$ cat config.mk
export PLATFORM = sky130hd
export DESIGN_NAME = decode_queue
export DESIGN_NICKNAME = d
export VERILOG_FILES = /design/src/rtl/ctrl_pkg.sv /design/src/rtl/ctrl_decode.sv /design/src/rtl/decode_queue.sv
export SDC_FILE = /design/constraint.sdc
export NUM_CORES = 1
export LEC_CHECK = 0
export CAP_MARGIN = 20
export CORE_ASPECT_RATIO = 0.8
export CORE_MARGIN = 1
export CORE_UTILIZATION = 35
export CTS_BUF_LIST = sky130_fd_sc_hd__clkbuf_4 sky130_fd_sc_hd__clkbuf_8 sky130_fd_sc_hd__clkbuf_16
export DETAILED_ROUTE_END_ITERATION = 6
export GPL_TIMING_DRIVEN = 0
export PLACE_DENSITY = 0.55
export SYNTH_ARGS = -nofsm -noshare
export SYNTH_HDL_FRONTEND = slang
export SYNTH_HIERARCHICAL = 1
export SYNTH_SLANG_ARGS = --single-unit
$ cat constraint.sdc
create_clock -name clk -period 3.6 [get_ports clk]
set_clock_uncertainty 0.2 [all_clocks]
set_input_delay 0.54 -clock clk [delete_from_list [all_inputs] [get_ports clk]]
set_output_delay 0.54 -clock clk [all_outputs]
set_load 0.1 [all_outputs]
$ cat src/rtl/ctrl_pkg.sv
// Shared control-bundle type, instruction field constants and destination-select
// encodings for the decode buffer.
package ctrl_pkg;

    localparam logic [1:0] REGDST_RD  = 2'd0;
    localparam logic [1:0] REGDST_RT  = 2'd1;
    localparam logic [1:0] REGDST_R31 = 2'd2;

    typedef struct packed {
        logic       regwrite;
        logic [1:0] regdst;
        logic       alusrc;
        logic       branch;
        logic       bal;
        logic       jump;
        logic       jal;
        logic       jr;
        logic       jalr;
        logic [3:0] memwrite;
        logic [3:0] memreadwidth;
        logic       load_signed;
        logic       memtoreg;
        logic       hilowrite;
        logic       hi_from_reg;
        logic       lo_from_reg;
        logic       md_to_hilo;
        logic       mul_not_div;
        logic       md_signed;
        logic       hilo_to_reg;
        logic       hilo_sel_hi;
        logic       cp0_write;
        logic       cp0_read;
        logic [4:0] cp0_addr;
        logic       syscall;
        logic       brk;
        logic       eret;
    } ctrl_t;

    localparam int CTRL_W = $bits(ctrl_t);

    // Primary opcodes
    localparam logic [5:0] OP_SPECIAL = 6'h00;
    localparam logic [5:0] OP_REGIMM  = 6'h01;
    localparam logic [5:0] OP_J       = 6'h02;
    localparam logic [5:0] OP_JAL     = 6'h03;
    localparam logic [5:0] OP_BEQ     = 6'h04;
    localparam logic [5:0] OP_BNE     = 6'h05;
    localparam logic [5:0] OP_BLEZ    = 6'h06;
    localparam logic [5:0] OP_BGTZ    = 6'h07;
    localparam logic [5:0] OP_ADDI    = 6'h08;
    localparam logic [5:0] OP_ADDIU   = 6'h09;
    localparam logic [5:0] OP_SLTI    = 6'h0a;
    localparam logic [5:0] OP_SLTIU   = 6'h0b;
    localparam logic [5:0] OP_ANDI    = 6'h0c;
    localparam logic [5:0] OP_ORI     = 6'h0d;
    localparam logic [5:0] OP_XORI    = 6'h0e;
    localparam logic [5:0] OP_LUI     = 6'h0f;
    localparam logic [5:0] OP_COP0    = 6'h10;
    localparam logic [5:0] OP_LB      = 6'h20;
    localparam logic [5:0] OP_LH      = 6'h21;
    localparam logic [5:0] OP_LW      = 6'h23;
    localparam logic [5:0] OP_LBU     = 6'h24;
    localparam logic [5:0] OP_LHU     = 6'h25;
    localparam logic [5:0] OP_SB      = 6'h28;
    localparam logic [5:0] OP_SH      = 6'h29;
    localparam logic [5:0] OP_SW      = 6'h2b;

    // SPECIAL function codes
    localparam logic [5:0] FN_SLL     = 6'h00;
    localparam logic [5:0] FN_SRL     = 6'h02;
    localparam logic [5:0] FN_SRA     = 6'h03;
    localparam logic [5:0] FN_SLLV    = 6'h04;
    localparam logic [5:0] FN_SRLV    = 6'h06;
    localparam logic [5:0] FN_SRAV    = 6'h07;
    localparam logic [5:0] FN_JR      = 6'h08;
    localparam logic [5:0] FN_JALR    = 6'h09;
    localparam logic [5:0] FN_SYSCALL = 6'h0c;
    localparam logic [5:0] FN_BREAK   = 6'h0d;
    localparam logic [5:0] FN_MFHI    = 6'h10;
    localparam logic [5:0] FN_MTHI    = 6'h11;
    localparam logic [5:0] FN_MFLO    = 6'h12;
    localparam logic [5:0] FN_MTLO    = 6'h13;
    localparam logic [5:0] FN_MULT    = 6'h18;
    localparam logic [5:0] FN_MULTU   = 6'h19;
    localparam logic [5:0] FN_DIV     = 6'h1a;
    localparam logic [5:0] FN_DIVU    = 6'h1b;
    localparam logic [5:0] FN_ADD     = 6'h20;
    localparam logic [5:0] FN_ADDU    = 6'h21;
    localparam logic [5:0] FN_SUB     = 6'h22;
    localparam logic [5:0] FN_SUBU    = 6'h23;
    localparam logic [5:0] FN_AND     = 6'h24;
    localparam logic [5:0] FN_OR      = 6'h25;
    localparam logic [5:0] FN_XOR     = 6'h26;
    localparam logic [5:0] FN_NOR     = 6'h27;
    localparam logic [5:0] FN_SLT     = 6'h2a;
    localparam logic [5:0] FN_SLTU    = 6'h2b;

    // REGIMM rt codes
    localparam logic [4:0] RT_BLTZ    = 5'h00;
    localparam logic [4:0] RT_BGEZ    = 5'h01;
    localparam logic [4:0] RT_BLTZAL  = 5'h10;
    localparam logic [4:0] RT_BGEZAL  = 5'h11;

    // COP0 rs codes and the single accepted ERET word
    localparam logic [4:0]  RS_MFC0   = 5'h00;
    localparam logic [4:0]  RS_MTC0   = 5'h04;
    localparam logic [31:0] INST_ERET = 32'h4200_0018;

    function automatic logic [4:0] dest_index(input logic [1:0] regdst,
                                              input logic [4:0] rt,
                                              input logic [4:0] rd);
        case (regdst)
            REGDST_RD:  dest_index = rd;
            REGDST_RT:  dest_index = rt;
            REGDST_R31: dest_index = 5'd31;
            default:    dest_index = 5'd0;
        endcase
    endfunction

endpackage

$ cat src/rtl/ctrl_decode.sv
// Combinational MIPS instruction decoder producing the control bundle and a
// reserved-instruction flag. COP0 instructions decode only with DECODE_CP0_EN.
module ctrl_decode
    import ctrl_pkg::*;
(
    input  logic [31:0] inst,
    output ctrl_t       ctrl,
    output logic        ri
);

    logic [5:0] op;
    logic [5:0] funct;
    logic [4:0] rs;
    logic [4:0] rt;
    logic [4:0] rd;
    ctrl_t      dec;
    logic       known;

    assign op    = inst[31:26];
    assign rs    = inst[25:21];
    assign rt    = inst[20:16];
    assign rd    = inst[15:11];
    assign funct = inst[5:0];

    always_comb begin
        dec   = '0;
        known = 1'b1;
        case (op)
            OP_SPECIAL: begin
                case (funct)
                    FN_SLL, FN_SRL, FN_SRA, FN_SLLV, FN_SRLV, FN_SRAV,
                    FN_ADD, FN_ADDU, FN_SUB, FN_SUBU, FN_AND, FN_OR,
                    FN_XOR, FN_NOR, FN_SLT, FN_SLTU: begin
                        dec.regwrite = 1'b1;
                        dec.regdst   = REGDST_RD;
                    end
                    FN_JR: begin
                        dec.jump = 1'b1;
                        dec.jr   = 1'b1;
                    end
                    FN_JALR: begin
                        dec.jump     = 1'b1;
                        dec.jr       = 1'b1;
                        dec.jalr     = 1'b1;
                        dec.regwrite = 1'b1;
                        dec.regdst   = REGDST_RD;
                    end
                    FN_SYSCALL: dec.syscall = 1'b1;
                    FN_BREAK:   dec.brk     = 1'b1;
                    FN_MFHI, FN_MFLO: begin
                        dec.regwrite    = 1'b1;
                        dec.regdst      = REGDST_RD;
                        dec.hilo_to_reg = 1'b1;
                        dec.hilo_sel_hi = (funct == FN_MFHI);
                    end
                    FN_MTHI: begin
                        dec.hilowrite   = 1'b1;
                        dec.hi_from_reg = 1'b1;
                    end
                    FN_MTLO: begin
                        dec.hilowrite   = 1'b1;
                        dec.lo_from_reg = 1'b1;
                    end
                    FN_MULT, FN_MULTU, FN_DIV, FN_DIVU: begin
                        dec.hilowrite   = 1'b1;
                        dec.md_to_hilo  = 1'b1;
                        dec.mul_not_div = (funct == FN_MULT) || (funct == FN_MULTU);
                        dec.md_signed   = (funct == FN_MULT) || (funct == FN_DIV);
                    end
                    default: known = 1'b0;
                endcase
            end
            OP_REGIMM: begin
                case (rt)
                    RT_BLTZ, RT_BGEZ: dec.branch = 1'b1;
                    RT_BLTZAL, RT_BGEZAL: begin
                        dec.branch   = 1'b1;
                        dec.bal      = 1'b1;
                        dec.regwrite = 1'b1;
                        dec.regdst   = REGDST_R31;
                    end
                    default: known = 1'b0;
                endcase
            end
            OP_J: dec.jump = 1'b1;
            OP_JAL: begin
                dec.jump     = 1'b1;
                dec.jal      = 1'b1;
                dec.regwrite = 1'b1;
                dec.regdst   = REGDST_R31;
            end
            OP_BEQ, OP_BNE, OP_BLEZ, OP_BGTZ: dec.branch = 1'b1;
            OP_ADDI, OP_ADDIU, OP_SLTI, OP_SLTIU, OP_ANDI, OP_ORI, OP_XORI, OP_LUI: begin
                dec.regwrite = 1'b1;
                dec.regdst   = REGDST_RT;
                dec.alusrc   = 1'b1;
            end
            OP_LB, OP_LBU, OP_LH, OP_LHU, OP_LW: begin
                dec.regwrite    = 1'b1;
                dec.regdst      = REGDST_RT;
                dec.alusrc      = 1'b1;
                dec.memtoreg    = 1'b1;
                dec.load_signed = (op != OP_LBU) && (op != OP_LHU);
                dec.memreadwidth = (op == OP_LW) ? 4'b1111 :
                                   ((op == OP_LH) || (op == OP_LHU)) ? 4'b0011 : 4'b0001;
            end
            OP_SB, OP_SH, OP_SW: begin
                dec.alusrc   = 1'b1;
                dec.memwrite = (op == OP_SW) ? 4'b1111 :
                               (op == OP_SH) ? 4'b0011 : 4'b0001;
            end
`ifdef DECODE_CP0_EN
            OP_COP0: begin
                if (rs == RS_MFC0) begin
                    dec.regwrite = 1'b1;
                    dec.regdst   = REGDST_RT;
                    dec.cp0_read = 1'b1;
                    dec.cp0_addr = rd;
                end else if (rs == RS_MTC0) begin
                    dec.cp0_write = 1'b1;
                    dec.cp0_addr  = rd;
                end else if (inst == INST_ERET) begin
                    dec.eret = 1'b1;
                end else begin
                    known = 1'b0;
                end
            end
`else
            OP_COP0: known = 1'b0;
`endif
            default: known = 1'b0;
        endcase

        // Writes to $zero are architecturally dropped; suppress them here.
        if (dest_index(dec.regdst, rt, rd) == 5'd0) begin
            dec.regwrite = 1'b0;
        end
    end

    assign ctrl = known ? dec : '0;
    assign ri   = !known;

endmodule

$ cat src/rtl/decode_queue.sv
// Fetch-to-execute decode buffer: DEPTH-entry FIFO plus one registered decode
// output stage with flush. COP0 decode is enabled by defining DECODE_CP0_EN.
module decode_queue
    import ctrl_pkg::*;
#(
    parameter int DEPTH = 4,
    parameter int PC_W  = 32
) (
    input  logic                       clk,
    input  logic                       resetn,
    input  logic                       in_valid,
    output logic                       in_ready,
    input  logic [31:0]                in_inst,
    input  logic [PC_W-1:0]            in_pc,
    input  logic                       flush,
    output logic                       out_valid,
    input  logic                       out_ready,
    output logic [31:0]                out_inst,
    output logic [PC_W-1:0]            out_pc,
    output ctrl_t                      out_ctrl,
    output logic                       out_ri,
    output logic [$clog2(DEPTH):0]     count
);

    localparam int PTR_W = $clog2(DEPTH);
    localparam int CNT_W = PTR_W + 1;

    logic [31:0]      inst_mem [DEPTH];
    logic [PC_W-1:0]  pc_mem   [DEPTH];

    logic [PTR_W-1:0] wr_ptr_reg;
    logic [PTR_W-1:0] rd_ptr_reg;
    logic [CNT_W-1:0] count_reg;
    logic             out_valid_reg;
    logic [31:0]      out_inst_reg;
    logic [PC_W-1:0]  out_pc_reg;
    ctrl_t            out_ctrl_reg;
    logic             out_ri_reg;

    logic             accept;
    logic             pop_out;
    logic             load_out;
    logic             fifo_empty;
    logic             fifo_pop;
    logic             bypass;
    logic             fifo_push;
    logic [31:0]      sel_inst;
    logic [PC_W-1:0]  sel_pc;
    ctrl_t            dec_ctrl;
    logic             dec_ri;

    assign fifo_empty = (count_reg == '0);
    // Ready depends only on occupancy, so a full queue stays closed even while
    // the output stage drains.
    assign in_ready   = (count_reg < CNT_W'(DEPTH));
    assign accept     = in_valid && in_ready;
    assign pop_out    = out_valid_reg && out_ready;
    assign load_out   = !out_valid_reg || pop_out;
    assign fifo_pop   = load_out && !fifo_empty;
    assign bypass     = load_out && fifo_empty && accept;
    assign fifo_push  = accept && !bypass && !flush;

    assign sel_inst = fifo_empty ? in_inst : inst_mem[rd_ptr_reg];
    assign sel_pc   = fifo_empty ? in_pc   : pc_mem[rd_ptr_reg];

    ctrl_decode u_ctrl_decode (
        .inst (sel_inst),
        .ctrl (dec_ctrl),
        .ri   (dec_ri)
    );

    always_ff @(posedge clk) begin
        if (fifo_push) begin
            inst_mem[wr_ptr_reg] <= in_inst;
            pc_mem[wr_ptr_reg]   <= in_pc;
        end
    end

    always_ff @(posedge clk or negedge resetn) begin
        if (!resetn) begin
            wr_ptr_reg    <= '0;
            rd_ptr_reg    <= '0;
            count_reg     <= '0;
            out_valid_reg <= 1'b0;
            out_inst_reg  <= '0;
            out_pc_reg    <= '0;
            out_ctrl_reg  <= '0;
            out_ri_reg    <= 1'b0;
        end else if (flush) begin
            wr_ptr_reg    <= '0;
            rd_ptr_reg    <= '0;
            count_reg     <= '0;
            out_valid_reg <= 1'b0;
        end else begin
            if (fifo_push) begin
                wr_ptr_reg <= wr_ptr_reg + 1'b1;
            end
            if (fifo_pop) begin
                rd_ptr_reg <= rd_ptr_reg + 1'b1;
            end
            if (fifo_push && !fifo_pop) begin
                count_reg <= count_reg + 1'b1;
            end else if (fifo_pop && !fifo_push) begin
                count_reg <= count_reg - 1'b1;
            end

            if (fifo_pop || bypass) begin
                out_valid_reg <= 1'b1;
                out_inst_reg  <= sel_inst;
                out_pc_reg    <= sel_pc;
                out_ctrl_reg  <= dec_ctrl;
                out_ri_reg    <= dec_ri;
            end else if (load_out) begin
                out_valid_reg <= 1'b0;
            end
        end
    end

    assign out_valid = out_valid_reg;
    assign out_inst  = out_inst_reg;
    assign out_pc    = out_pc_reg;
    assign out_ctrl  = out_ctrl_reg;
    assign out_ri    = out_ri_reg;
    assign count     = count_reg;

endmodule

Word level (Yosys, flattened, before mapping)
Memories as Yosys holds them, arrays and structs flattened.
Cells that the tools add are included.
{"block": "word_totals", "word_cells": 194, "in_bits": 69, "ff_bits": 111, "memories": 2, "output_inout_bits": 108, "mem_bits_rw": 256}
{"block": "classes", "n_addsub": 4, "magnitude_cmp": 1, "n_mux": 47, "bitwise": 1, "eq_ne": 57, "reduce_logical": 48}
{"name": "inst_mem", "words": 4, "word_bits": 32, "read_ports": 1, "rd_clocked_by_memory_dff": 0, "write_ports": 1, "line": "decode_queue.sv:28", "source": "logic [31:0] inst_mem [DEPTH];"}
{"name": "pc_mem", "words": 4, "word_bits": 32, "read_ports": 1, "rd_clocked_by_memory_dff": 0, "write_ports": 1, "line": "decode_queue.sv:29", "source": "logic [PC_W-1:0] pc_mem [DEPTH];"}
{"op": "$eq 6x6->1 const B", "n": 18}
{"op": "$eq 6x4->1 const B", "n": 12}
{"op": "$mux 32", "n": 2}
{"op": "$eq 6x5->1 const B", "n": 8}
{"op": "$eq 6x3->1 const B", "n": 7}
{"op": "$mux 38", "n": 1}
{"op": "$reduce_or 28->1", "n": 1}
{"op": "$eq 6x2->1 const B", "n": 4}
{"op": "$reduce_or 22->1", "n": 1}
{"op": "$mux 1", "n": 19}
{"op": "$reduce_or 19->1", "n": 1}
{"op": "$mux 2", "n": 9}
{"op": "$mux 3", "n": 6}
{"op": "$reduce_or 16->1", "n": 1}
{"op": "$pmux 5 s3", "n": 1}
{"op": "$reduce_or 13->1", "n": 1}
{"op": "$logic_not 6->1", "n": 2}
{"op": "$mux 4", "n": 3}
{"op": "$ne 6x6->1 const B", "n": 2}
{"op": "$pmux 3 s4", "n": 1}
{"op": "$reduce_or 4->1", "n": 3}
{"op": "$eq 5x5->1 const B", "n": 2}
{"op": "$logic_and 1x1->1", "n": 10}
{"op": "$logic_not 5->1", "n": 2}
{"op": "other kinds (24)", "n": 41}

Longest topological paths before layout
{"block": "logic_depth", "ltp_word": 12, "depth_mapped": 11}

Hierarchy
The synthesis kept the hierarchy.
{"module": "decode_queue", "instances": 1, "cells_per_inst": 804, "seq_area_each_um2": 10465.0, "area_each_um2": 14281.2}
{"module": "ctrl_decode", "instances": 1, "cells_per_inst": 96, "seq_area_each_um2": 0.0, "area_each_um2": 543.0}

Worst setup path after synthesis
Ideal clock, no wire load.
{"block": "synth_path", "path_type": "register to register", "startpoint": "reg out_valid_reg, in the netlist out_valid", "endpoint": "mem inst_mem[1][0] (enable)", "arrival_time_ps": 3187, "required_time_ps": 2971, "setup_slack_ps": -215, "path_stages_with_launch": 6, "setup_time_ps": 429, "period_less_slack_ps": 3815, "n_path_buf": 1, "path_cell_list": "dfrtp_1 nor2b_1 buf_2 nor3_1 nor3_1 and2_1"}
{"block": "synth_between", "elab_chain_len": 9, "word_cells_on_any_way": 10}
{"item": "start, declared", "line": "decode_queue.sv:34", "source": "logic out_valid_reg;"}
{"item": "start signal, assigned", "line": "decode_queue.sv:84", "source": "out_valid_reg <= 1'b0;"}
{"item": "start signal, assigned", "line": "decode_queue.sv:93", "source": "out_valid_reg <= 1'b0;"}
{"item": "start signal, assigned", "line": "decode_queue.sv:108", "source": "out_valid_reg <= 1'b1;"}
{"item": "$logic_not 1->1 / $logic_and 1x1->1 (equally long branches)", "line": "decode_queue.sv:58, decode_queue.sv:57"}
{"item": "$logic_or 1x1->1 *", "line": "decode_queue.sv:58", "source": "assign load_out = !out_valid_reg || pop_out;"}
{"item": "$logic_and 1x1->1 * (2 in a row)", "line": "decode_queue.sv:60", "source": "assign bypass = load_out && fifo_empty && accept;"}
{"item": "$logic_not 1->1 *", "line": "decode_queue.sv:61", "source": "assign fifo_push = accept && !bypass && !flush;"}
{"item": "$logic_and 1x1->1 * (2 in a row)", "line": "decode_queue.sv:61"}
{"item": "$mux 1 *", "line": "decode_queue.sv:73", "source": "if (fifo_push) begin"}
{"item": "$mux 1 (implied by the code) *", "line": "decode_queue.sv:74", "source": "inst_mem[wr_ptr_reg] <= in_inst;"}
{"item": "end, declared", "line": "decode_queue.sv:28"}
Every way passes the cells marked *; elsewhere a longest branch is shown, timed or not.

==> metrics <==
DP HPWL=23310 um; Die Y=185.4 um; YS warnings=6; Rows=66; Place WS=-193.9 ps; CP max-delay cell=or4_1; Fin. Hold Viols=0; busiest grt layer=met2; setup_tns=0 ps; CP most frequent cell=mux2_2; CP cell instances=clkbuf_1, mux4_2, mux2_2, or4_1, o22ai_1, nor3_1, or3_1, mux2_2; Root Buffer=clkbuf_16; most frequent cells in the layout=edfxtp_1 (256), clkdlybuf4s50_1 (174), nor2_1 (148); final setup margin=138.9 ps; CTS H-tree lvls=2; Die W=231.2 um; Routed WL per cell=20.96 um; largest net degree at the start of global routing=69; antenna fix cells=0; ANT nets after route=0; Setup CP Type=flip-flop to flip-flop; CP Buf/Inv Count=1; number of remaining DRC errors=0; Nets=1195; Initial DRC Count=468; Reg clk slew, reported paths=60 ps; P_leak=6.613 nW; worst skew pair latency=520 ps; global-route wire length before repair=54470 um; clock sink count=367; share of cells above drive strength 1=0.2276; Max Cap Viol=0; crit-path max cell delay=610 ps; gpl congestion=0.7703; synth-to-layout area growth=26.89%; grt ovf=0; Synth Instances=890; drt pass-1 iters=4; min Tclk post-route=3461 ps; Syn Area/Cell=16.53 sq um; PortBufs=175; Detailed Route WL=35530 um; worst-path fanout max=10; Critical Path RT=3800 ps; unrepaired setup endpoints after global routing=false; Crit. End Element=flip-flop; total number of vias=8494; Util after Layout=0.4549; Max Freq=288.9 MHz; critical path startpoint category=flip-flop; gr usage total=0.1700; vias in the first global route=8879; status=finished, final reports clean; grt met3 use=0.03248; Tightest Hold Check Type=input port to flip-flop; Slew headroom=0.2672; fin cells=1695; Inserted Clock Buffers=39; clk buf depth=3; placed instance count=1621; Cell Area, Synth=0.01471 sq mm; vias per std cell=5.011; CTS tree=built; met2 Use GR=0.2699; initial core utilization=0.3585; data arrival time of the critical path=3660 ps; met1 GRT Util=0.2378; VDD IR max=0.7415 mV; Tcrit/Tclk final=0.9614; Setup-failing EPs final=0; Die Area=0.04286 sq mm; delay-heaviest family, CP=simple AND/OR/NAND/NOR gates; pwr dens=843.3 mW/mm^2; slew of the pin with the lowest slew margin=1096 ps; total core area=0.04104 sq mm; max-slew violations=0; initial antenna violation count=0; Top Ports=177; most common cell after layout, fill and taps aside=edfxtp_1
layout make-up:
class / instances / area [sq um]
plain buffers: 65 / 405.4
clock buffers: 56 / 1164
flip-flops and latches: 367 / 10470
clock inverters: 15 / 127.6
fillers: 3644 / 22370
inverters: 16 / 60.06
well taps: 544 / 680.7
multi-input cells: 449 / 3845
repair buffers: 183 / 1921
metal layers:
metal	vias up	wire (um)	share of wire
li1	3859	-	-
met1	4374	16310	0.46
met2	213	16770	0.47
met3	48	1679	0.047
met4	0	778	0.022
met5	-	0	0
worst register-to-register path, cell delays in order (launching register included):
cell and delay, ps:
dfrtp_1 340, clkbuf_1 560, mux4_2 450, mux2_2 270, or4_1 610, o22ai_1 180, nor3_1 70, or3_1 380
mux2_2 280
through the flow:
step	cell area [sq um]	hold WS (ps)	total power [mW]
6_report	18670	179.1	15.74
5_1_grt	18670	186.3	16.36
4_1_cts	18620	148.2	15.88
3_5_place_dp	17310	295.7	11.84
3_3_place_gp	17180	290.9	11.80
2_1_floorplan	14740	44.41	10.17
repair_timing:
item,CTS,global route
hold endpoints to repair,43,0
hold buffers,1,0
setup endpoints to repair,10,8
cloned,0,0
setup buffers,0,2
gates resized for setup,3,8
pin swaps,1,1
path summary, 6_finish.rpt:
check | cells past startpoint | startpoint | slack (ps) | endpoint
hold reg to reg | 1 | out_ri | 310 | out_ri
max in group asynchronous | 3 | resetn | 2110 | out_inst[2]
hold / removal | 3 | in_valid | 180 | count[2]
setup reg to reg | 8 | rd_ptr_reg[1] | 140 | out_ctrl[37]
min in group asynchronous | 2 | resetn | 340 | out_ctrl[4]
setup / recovery | 8 | rd_ptr_reg[1] | 140 | out_ctrl[37]
where the power goes:
group	leakage (nW)	switching, mW	internal (mW)
registers	3.63	0.301	5.06
logic	2.33	4.64	1.76
clock network	0.655	1.59	2.40
total	6.61	6.53	9.21
Power figures use the tool's default switching activity.
